==> src/rtl/decode_queue.sv <==
// Decoding instruction queue: classifies each fetched MIPS32 word at push and tracks delay slots.
// Latency 1 into an empty queue; in_ready drops when full, with no push-through even on a same-cycle pop.
module decode_queue #(
    parameter int QDEPTH = 4,
    parameter bit EXT_EN = 1'b0,
    parameter int PC_W   = 32
) (
    input  logic                        clk,
    input  logic                        rst_n,
    input  logic                        flush,
    input  logic                        in_valid,
    output logic                        in_ready,
    input  logic [31:0]                 in_inst,
    input  logic [PC_W-1:0]             in_pc,
    output logic                        out_valid,
    input  logic                        out_ready,
    output logic [31:0]                 out_inst,
    output logic [PC_W-1:0]             out_pc,
    output logic [9:0]                  out_bj,
    output logic                        out_load,
    output logic                        out_store,
    output logic                        out_ext,
    output logic                        out_invalid,
    output logic                        out_in_ds,
    output logic [$clog2(QDEPTH+1)-1:0] count
);
    localparam int PTR_W = $clog2(QDEPTH);
    localparam int CNT_W = $clog2(QDEPTH + 1);

    typedef struct packed {
        logic [31:0]     inst;
        logic [PC_W-1:0] pc;
        logic [9:0]      bj;
        logic            load;
        logic            store;
        logic            ext;
        logic            invalid;
        logic            in_ds;
    } entry_t;

    entry_t           mem [QDEPTH];
    entry_t           in_entry;
    entry_t           head;
    logic [PTR_W-1:0] wr_ptr;
    logic [PTR_W-1:0] rd_ptr;
    logic [CNT_W-1:0] count_q;
    logic             ds_next;
    logic             push;
    logic             pop;

    logic [5:0] op;
    logic [5:0] funct;
    logic [4:0] rs;
    logic [4:0] rt;
    logic [9:0] bj;
    logic       is_load;
    logic       is_store;
    logic       base_ok;
    logic       ext_hit;
    logic       recognised;

    assign op    = in_inst[31:26];
    assign rs    = in_inst[25:21];
    assign rt    = in_inst[20:16];
    assign funct = in_inst[5:0];

    always_comb begin
        bj       = '0;
        is_load  = 1'b0;
        is_store = 1'b0;
        base_ok  = 1'b0;
        ext_hit  = 1'b0;
        case (op)
            6'h00: begin
                case (funct)
                    6'h00, 6'h02, 6'h03, 6'h04, 6'h06, 6'h07, 6'h0C, 6'h0D,
                    6'h10, 6'h11, 6'h12, 6'h13, 6'h18, 6'h19, 6'h1A, 6'h1B,
                    6'h20, 6'h21, 6'h22, 6'h23, 6'h24, 6'h25, 6'h26, 6'h27,
                    6'h2A, 6'h2B:  base_ok = 1'b1;
                    6'h08, 6'h09:  bj[9]   = 1'b1;
                    6'h0A, 6'h0B:  ext_hit = 1'b1;
                    default: ;
                endcase
            end
            6'h01: begin
                case (rt)
                    5'h00:   bj[5] = 1'b1;
                    5'h01:   bj[2] = 1'b1;
                    5'h10:   bj[6] = 1'b1;
                    5'h11:   bj[7] = 1'b1;
                    default: ;
                endcase
            end
            6'h02, 6'h03: bj[8] = 1'b1;
            6'h04:        bj[0] = 1'b1;
            6'h05:        bj[1] = 1'b1;
            6'h06:        bj[4] = 1'b1;
            6'h07:        bj[3] = 1'b1;
            6'h08, 6'h09, 6'h0A, 6'h0B, 6'h0C, 6'h0D, 6'h0E, 6'h0F: base_ok = 1'b1;
            // COP0: eret, mfc0 (rs=0), mtc0 (rs=4)
            6'h10: base_ok = (in_inst == 32'h4200_0018) || (rs == 5'h00) || (rs == 5'h04);
            6'h1C: ext_hit = (funct == 6'h20) || (funct == 6'h21) || (funct == 6'h02);
            6'h20, 6'h21, 6'h23, 6'h24, 6'h25: is_load  = 1'b1;
            6'h28, 6'h29, 6'h2B:               is_store = 1'b1;
            default: ;
        endcase
    end

    assign recognised = base_ok || (|bj) || is_load || is_store || (EXT_EN && ext_hit);

    always_comb begin
        in_entry         = '0;
        in_entry.inst    = in_inst;
        in_entry.pc      = in_pc;
        in_entry.bj      = bj;
        in_entry.load    = is_load;
        in_entry.store   = is_store;
        in_entry.ext     = EXT_EN && ext_hit;
        in_entry.invalid = ~recognised;
        in_entry.in_ds   = ds_next;
    end

    assign in_ready  = (count_q < CNT_W'(QDEPTH));
    assign out_valid = (count_q != '0);
    assign push      = in_valid && in_ready && !flush;
    assign pop       = out_valid && out_ready && !flush;

    always_ff @(posedge clk) begin
        if (push) begin
            mem[wr_ptr] <= in_entry;
        end
    end

    always_ff @(posedge clk or negedge rst_n) begin
        if (!rst_n) begin
            wr_ptr  <= '0;
            rd_ptr  <= '0;
            count_q <= '0;
            ds_next <= 1'b0;
        end else if (flush) begin
            rd_ptr  <= wr_ptr;
            count_q <= '0;
            ds_next <= 1'b0;
        end else begin
            if (push) begin
                wr_ptr  <= wr_ptr + 1'b1;
                ds_next <= |bj;
            end
            if (pop) begin
                rd_ptr <= rd_ptr + 1'b1;
            end
            case ({push, pop})
                2'b10:   count_q <= count_q + 1'b1;
                2'b01:   count_q <= count_q - 1'b1;
                default: ;
            endcase
        end
    end

    assign head        = mem[rd_ptr];
    assign out_inst    = head.inst;
    assign out_pc      = head.pc;
    assign out_bj      = head.bj;
    assign out_load    = head.load;
    assign out_store   = head.store;
    assign out_ext     = head.ext;
    assign out_invalid = head.invalid;
    assign out_in_ds   = head.in_ds;
    assign count       = count_q;
endmodule

==> config.mk <==
export PLATFORM = sky130hd
export DESIGN_NAME = decode_queue
export DESIGN_NICKNAME = d
export VERILOG_FILES = /design/src/rtl/decode_queue.sv
export SDC_FILE = /design/constraint.sdc
export NUM_CORES = 1
export LEC_CHECK = 0
export CORE_UTILIZATION = 50
export CTS_CLUSTER_DIAMETER = 120
export CTS_CLUSTER_SIZE = 30
export DETAILED_ROUTE_END_ITERATION = 10
export MAX_ROUTING_LAYER = met4
export PLACE_DENSITY = 0.83
export SLEW_MARGIN = 20
export SYNTH_ARGS = -nofsm -noshare
export SYNTH_HDL_FRONTEND = slang
export SYNTH_SLANG_ARGS = --single-unit
==> constraint.sdc <==
create_clock -name clk -period 3.31 [get_ports clk]
set_clock_uncertainty 0.2 [all_clocks]
set_input_delay 0.662 -clock clk [delete_from_list [all_inputs] [get_ports clk]]
set_output_delay 0.662 -clock clk [all_outputs]
set_load 0.005 [all_outputs]
Word level (Yosys, flattened, before mapping) --
Memories as Yosys holds them, arrays and structs flattened. Cells that the tools add are included.
Storage, ports and cells: register bits after elaboration 8, bits of input ports 69, output and inout port bits 84, memory bits (writable) 312, memories 1
Memory list:
- mem | words 4, bits a word 78, read ports 1, clocked after memory_dff 0, write ports 1, line 41 | entry_t mem [QDEPTH];
Cells by class: equal/unequal tests 58, $lt $le $gt $ge 1, bitwise gates (word level) 2, multiplexer cells 25, reductions and logical operators 26, add/subtract/negate cells 4
Operators with widths (count):
- $eq A6 B6 Y1 const B | 18
- $eq A6 B4 Y1 const B | 12
- $eq A6 B5 Y1 const B | 9
- $eq A6 B3 Y1 const B | 7
- $eq A32 B31 Y1 const B | 1
- $reduce_or A26 Y1 | 1
- $eq A6 B2 Y1 const B | 4
- $mux W1 | 19
- $logic_not A6 Y1 | 2
- $eq A5 B5 Y1 const B | 2
- $logic_not A5 Y1 | 2
- $reduce_or A10 Y1 | 1
- $reduce_or A8 Y1 | 1
- $eq A6 B1 Y1 const B | 1
- $mux W3 | 2
- $pmux W3 S2 | 1
- $reduce_bool A3 Y1 | 2
- $eq A5 B1 Y1 const B | 1
- $eq A5 B3 Y1 const B | 1
- $logic_or A1 B1 Y1 | 5
- $reduce_or A5 Y1 | 1
- $add A2 B1 Y2 const B | 2
- $logic_and A1 B1 Y1 | 4
- $mux W2 | 2
- other kinds (12) | 15

Depth between registers and ports, before layout --
Gate-level depths: netlist of the first run.
depth in word-level cells 9, mapped depth 8

Worst setup path after synthesis of the first run --
OpenSTA, ideal clock, no wires.
kind in2reg, start input port in_valid, end memory mem[0][0] (netlist bit) (enable), arrival 3.139 ns, setup slack -0.474 ns, required time 2.665 ns, library setup time 0.445 ns, buffers on the path 0, cell stages on the path 3, path through nor2b_1 nor2b_1 and2_1
Between the ends: word-level cells in the longest chain between the ends 4
Ends and longest elaborated chain:
- start, declared | line 11 | input logic in_valid,
- $logic_and A1 B1 Y1 (2 in a row) | line 125 | assign push = in_valid && in_ready && !flush;
- $mux W1 | line 129 | if (push) begin
- $mux W1 (not written as such) | line 130 | mem[wr_ptr] <= in_entry;
- end, declared | line 41
Every way passes these cells.

Worst setup path after layout of the first run --
start register rd_ptr[0], end output port out_bj[3]
Between the ends: word-level cells in the longest chain between the ends 1
Ends and longest elaborated chain:
- start, declared | line 45 | logic [PTR_W-1:0] rd_ptr;
- start signal, assigned | line 141 | rd_ptr <= wr_ptr;
- start signal, assigned | line 150 | rd_ptr <= rd_ptr + 1'b1;
- $mem_v2 Z4 W78
- end, declared | line 19 | output logic [9:0] out_bj,
Every way passes these cells.

==> summary.md, run 1 <==
| Metric | Value |
|---|---|
| Status | `finished, final reports clean` |
| Number of remaining DRC errors | `0` |
| Ys Warns | `0` |
| Routability cong. | `0.827` |
| Fraction of layout instances using a drive strength above 1 | `0.188` |
| # rows | `between 50 and 60` |
| Hold WS | `about 260 ps` |
| Final Cycle Share | `0.986` |
| Area delta synth->final | `22.1%` |
| Die Ht | `between 150 and 200 um` |
| Global-route usage over all layers | `0.200` |
| Die ar. | `between 0.02 and 0.025 mm2` |
| Clock Path Buffers | `3` |
| First DRT Iteration DRCs | `roughly 550` |
| Fill cells | `1604` |
| Synth Flop Type | `edfxtp_1` |
| Async SR Flop Fraction | `0.0250` |
| Clock sink count | `between 300 and 400` |
| Clock-pin slew on the worst setup and hold paths | `110 ps` |
| Crit path capture type | `output pin` |
| Number of synthesized flops with an enable pin | `312` |
| CTS tree | `built` |
| Syn_nets | `between 500 and 600` |
| Most frequent cells after synthesis | `edfxtp_1, mux4_2, nor2_1` |
| Top-count cell post-synth | `edfxtp_1` |
| Worst Max-Slew Pin Slew | `roughly 600 ps` |
| Relative slew slack | `0.595` |
| WL final | `23.3 mm` |
| #FFs+latches synth | `between 300 and 400` |
| Crit Path Category | `reg -> out` |
| LEAKAGE | `4.74 nW` |
| Via count | `~5700` |
| Final hold vios | `0` |
| Final net count | `762` |
| Htree depth | `1` |
| Register area share after synthesis | `0.796` |
| Synthesized cell area | `between 0.01 and 0.015 mm2` |
| Core Box Area | `0.0235 mm2` |
| IO Port Bufs | `151` |
| Top cell type by total area after synthesis | `edfxtp_1` |
| Cts hold-fix bufs | `0` |
| Arr. time, crit path | `between 2000 and 2500 ps` |
| Syn Inst Count | `515` |
| Overall power | `10.7 mW` |
| Vias in the first global route | `about 6000` |
| VDD IR max | `approximately 500 uV` |
| Post-DP Area | `0.0141 mm2` |
| Critical path required time | `between 2000 and 2500 ps` |
| Final instance area | `0.0147 mm2` |
| Hold Crit Class | `in -> async` |
| Drt first pass iters | `4` |
| Global-route wire length before repair | `between 30 and 40 mm` |
| Post-route ant nets | `0` |
| Critical Path Start Type | `register` |
| IO Count | `~150` |
| Final Max Tran Viols | `0` |
| Detailed Place HPWL | `roughly 15 mm` |
| Largest net degree at the start of global routing | `53` |
| CTS root buf | `clkbuf_16` |
| Worst-Skew Late Latency | `~500 ps` |
| Drt wl/cell | `approximately 23 um` |
| RSZ-0062 raised after global routing | `true` |
| P per Cell Area | `731 mW/mm2` |
| Initial Utilization | `0.511` |
| Fmax | `0.307 GHz` |
| Post-Syn Area per Cell | `approximately 23 um2` |
| Period minus WS final | `~3300 ps` |
| DIE WIDTH | `~160 um` |
| CTS buffer count | `14` |
| CP max FO | `20` |
| Vias per std cell | `~5.6` |
| Max Cap Viol | `0` |
| Cell variety after synth | `38` |
| GRT overflow | `0` |
| Post-synth top area share | `0.779` |
| Final setup vio count | `0` |
| Initial antenna violation count | `2` |
| Ranking of synthesized cells by area | `edfxtp_1, mux4_2, dfrtp_1, nor3_1, buf_2` |
kinds of logic (layout without fill, tap and decap cells):
logic type / Yosys count / after routing / synth area share
DFF: 320 / 320 / 0.796
muxes: 80 / 80 / 0.148
and+or+nand+nor: 65 / 65 / 0.0301
buffers and inverters: 26 / 207 / 0.00947
AOI/OAI and AO/OA: 13 / 13 / 0.00697
adders and majority gates: 5 / 5 / 0.00583
xor gates and xnor gates: 5 / 5 / 0.00364
other: 1 / 3 / 0.000312
through the flow:
step                      cells  setup TNS, ps  setup WS (ps)  utilization
after floorplan             515              0            372            -
after global placement      985              0            244        0.599
after detailed placement    985              0            224        0.599
after CTS                  1014              0           3.92        0.620
after global routing       1017           -330          -31.0        0.624
final                      1017              0           47.6        0.624
where the power goes:
part	switching, mW	total, mW	internal (mW)
clock network	1.15	2.01	0.865
registers	0.195	5.10	4.91
logic	1.45	3.62	2.17
layout make-up:
cell class | instances | area, um2 | share of cell area
antenna | 2 | 5.00 | 0.000341
multi-input combinational | 169 | 2350 | 0.160
tap | 319 | 399 | 0.0272
timing repair buffer | 178 | 1910 | 0.130
inverter | 5 | 18.8 | 0.00128
sequential | 320 | 9580 | 0.652
clock inverter | 1 | 11.3 | 0.000767
clock buffer | 23 | 405 | 0.0276
layer usage:
metal,vias to the layer above,track usage,share of wire
li1,2500,-,-
met2,212,0.323,0.50
met4,0,0.0388,0.017
met3,25,0.0374,0.071
met1,2982,0.272,0.41
met5,-,-,0
timing repair:
item	in CTS	in global routing
cloned	1	1
buffers inserted	4	0
gates resized for setup	1	14
setup endpoints to repair	61	32
state kept, by name (all words and copies together) (netlist names):
| register | count |
|---|---|
| mem | 312 |
| count | 3 |
| rd_ptr | 2 |
| wr_ptr | 2 |
| ds_next | 1 |
worst paths after layout:
| check | from | to | slack [ps] | depth (start not counted) |
|---|---|---|---|---|
| max | rd_ptr[0]$_DFFE_PN0P_ | out_bj[3] | 50 | 3 |
| min | rst_n | count[0]$_DFFE_PN0P_ | 260 | 1 |
| max reg2reg | count[2]$_DFFE_PN0P_ | count[2]$_DFFE_PN0P_ | 910 | 8 |
| min reg2reg | ds_next$_DFFE_PN0P_ | mem[0][0]$_DFFE_PP_ | 360 | 0 |
| max in group asynchronous | rst_n | rd_ptr[1]$_DFFE_PN0P_ | 2300 | 1 |
| min in group clk | ds_next$_DFFE_PN0P_ | mem[0][0]$_DFFE_PP_ | 360 | 0 |
critical path, cell delays in order, from the launching register on:
cell,delay [ps]
dfrtp_4,530
bufbuf_16,380
mux4_2,530
clkdlybuf4s50_1,460
placed cells by master (no fill, tap or decap), drive strengths merged, types with 6 or more instances in the layout:
cell / Yosys / layout
clkdlybuf4s50: 0 / 139
clkbuf: 10 / 24
nor3: 11 / 11
inv: 5 / 6
mux4: 78 / 78
dfrtp: 8 / 8
nand2: 10 / 10
edfxtp: 312 / 312
nor2: 13 / 13
dlymetal6s2s: 0 / 12
buf: 11 / 25
Power figures use the tool's default switching activity.
==> run 2: changes to the inputs <==
- GPL_TIMING_DRIVEN: default -> 0
==> summary.md, run 2 (synthesis results as in run 1) <==
| Metric | Value |
|---|---|
| Relative slew slack | `0.501 (was 0.595)` |
| Htree depth | `1 (unchanged)` |
| Finished Layout Cells | `1008 (was 1017)` |
| Fraction of layout instances using a drive strength above 1 | `0.180 (was 0.188)` |
| CTS root buf | `clkbuf_16 (unchanged)` |
| Cts hold-fix bufs | `0 (unchanged)` |
| Crit Path Category | `reg -> out (unchanged)` |
| Detailed Place HPWL | `14.8 mm (was 14.5 mm)` |
| Initial Utilization | `0.511 (unchanged)` |
| GRT Max-Usage Layer | `met2 (unchanged)` |
| Top Family by Delay on Critical Path | `buffers and inverters (unchanged)` |
| Met1 GRT Util | `0.257 (was 0.272)` |
| Core Box Area | `0.0235 mm2 (unchanged)` |
| DIE WIDTH | `157 um (unchanged)` |
| Arr. time, crit path | `2360 ps (was 2400 ps)` |
| Initial antenna violation count | `1 (was 2)` |
| Clock-pin slew on the worst setup and hold paths | `110 ps (about the same)` |
| Status | `finished, final reports clean (unchanged)` |
| Die ar. | `0.0247 mm2 (unchanged)` |
| Final Cycle Share | `0.973 (was 0.986)` |
| Hold Crit Class | `in -> async (unchanged)` |
| LEAKAGE | `4.56 nW (was 4.74 nW)` |
| Critical path required time | `2450 ps (about the same)` |
| Die Ht | `157 um (unchanged)` |
| Area delta synth->final | `20.3% (was 22.1%)` |
| Fmax | `0.311 GHz (was 0.307 GHz)` |
| Global-route wire length before repair | `34.4 mm (was 35.3 mm)` |
| Worst-Skew Late Latency | `490 ps (was 500 ps)` |
| Met2 GRT Util | `0.318 (was 0.323)` |
| IO Port Bufs | `150 (was 151)` |
| WL final | `22.4 mm (was 23.3 mm)` |
| Number of remaining DRC errors | `0 (unchanged)` |
| P per Cell Area | `729 mW/mm2 (was 731 mW/mm2)` |
| GRT overflow | `0 (unchanged)` |
| VDD IR max | `430 uV (was 502 uV)` |
| # rows | `56 (unchanged)` |
| Crit path cell chain | `clkbuf_1 -> mux4_2 -> clkdlybuf4s50_1 (was bufbuf_16 -> mux4_2 -> clkdlybuf4s50_1)` |
| GRT met3 Usage | `0.0350 (was 0.0374)` |
| Max reg flops | `312 (unchanged)` |
| Vias per std cell | `5.65 (was 5.62)` |
| Global-route usage over all layers | `0.195 (was 0.200)` |
| Drt wl/cell | `22.2 um (was 22.9 um)` |
| Final hold vios | `0 (unchanged)` |
| Largest reg by FF count | `mem (unchanged)` |
| Max Cap Viol | `0 (unchanged)` |
| Worst Max-Slew Pin Slew | `749 ps (was 606 ps)` |
| CP max FO | `10 (was 20)` |
| Routability cong. | `0.798 (was 0.827)` |
| Drt first pass iters | `5 (was 4)` |
| CP bufs+invs | `2 (unchanged)` |
| First DRT Iteration DRCs | `389 (was 552)` |
| Final instance area | `0.0145 mm2 (was 0.0147 mm2)` |
| Post-route ant nets | `0 (unchanged)` |
| Dpl cells | `988 (was 985)` |
| Via count | `5697 (was 5719)` |
| Post-DP Area | `0.0140 mm2 (was 0.0141 mm2)` |
| Period minus WS final | `3220 ps (was 3260 ps)` |
| CP peak stage delay | `510 ps (was 530 ps)` |
| Setup TNS | `0 ps (unchanged)` |
| Final setup vio count | `0 (unchanged)` |
| Critical Path Start Type | `register (unchanged)` |
| Vias in the first global route | `6057 (was 5984)` |
| Most common cell after layout, fill and taps aside | `edfxtp_1 (unchanged)` |
| Clock Path Buffers | `3 (unchanged)` |
| Clock sink count | `320 (unchanged)` |
| Most frequent cells in the layout | `edfxtp_1, clkdlybuf4s50_1, mux4_2 (unchanged)` |
| Largest net degree at the start of global routing | `48 (was 53)` |
| Critical Path Slowest Stage Cell | `clkbuf_1 (was dfrtp_4)` |
| CTS buffer count | `14 (unchanged)` |
| Crit path capture type | `output pin (unchanged)` |
| Final Max Tran Viols | `0 (unchanged)` |
| IO Count | `153 (unchanged)` |
| RSZ-0062 raised after global routing | `true (unchanged)` |
| Final net count | `758 (was 762)` |
| CTS tree | `built (unchanged)` |
[run 2: final cells by class]
| type | instances | area [um2] |
|---|---|---|
| tap | 319 | 399 |
| clock buffer | 19 | 390 |
| sequential | 320 | 9570 |
| multi-input combinational | 169 | 2350 |
| antenna | 1 | 2.50 |
| clock inverter | 1 | 11.3 |
| buffer | 19 | 121 |
| fill | 1654 | 9080 |
| inverter | 5 | 18.8 |
| timing repair buffer | 155 | 1600 |
[run 2: report_power, final]
part	leakage (nW)	internal, mW	switching, mW	total, mW
sequential	2.95	4.91	0.136	5.04
clock	0.196	0.845	1.11	1.96
combinational	1.41	2.08	1.46	3.54
total	4.56	7.83	2.71	10.5
[run 2: per-layer routing]
layer  vias up  routed length [um]
met3        35                1570
li1       2489                   -
met1      2965                9150
met2       208               11300
met4         0                 433
met5         -                   0
[run 2: worst paths after layout]
check	cells past startpoint	start	slack [ps]	endpoint
max	3	rd_ptr[1]$_DFFE_PN0P_	90	out_pc[24]
min in group clk	0	ds_next$_DFFE_PN0P_	340	mem[2][0]$_DFFE_PP_
max in group asynchronous	1	rst_n	2350	rd_ptr[1]$_DFFE_PN0P_
min	1	rst_n	260	count[2]$_DFFE_PN0P_
min reg2reg	0	ds_next$_DFFE_PN0P_	340	mem[2][0]$_DFFE_PP_
max reg2reg	4	count[2]$_DFFE_PN0P_	450	mem[3][43]$_DFFE_PP_
[run 2: stage by stage]
stage,hold WS [ps],power [mW],utilization,setup slack [ps]
global route,253,11.0,0.614,-44.5
CTS,246,10.6,0.613,-62.0
floorplan,166,6.85,-,372
finish,256,10.5,0.614,89.9
detailed placement,310,8.67,0.595,-318
global placement,304,8.55,0.592,-873
[run 2: what timing repair did]
item,in CTS,in global routing
setup buffers,0,1
pin swaps,0,0
hold endpoints to repair,0,0
setup endpoints to repair,78,63
gates resized for setup,13,7
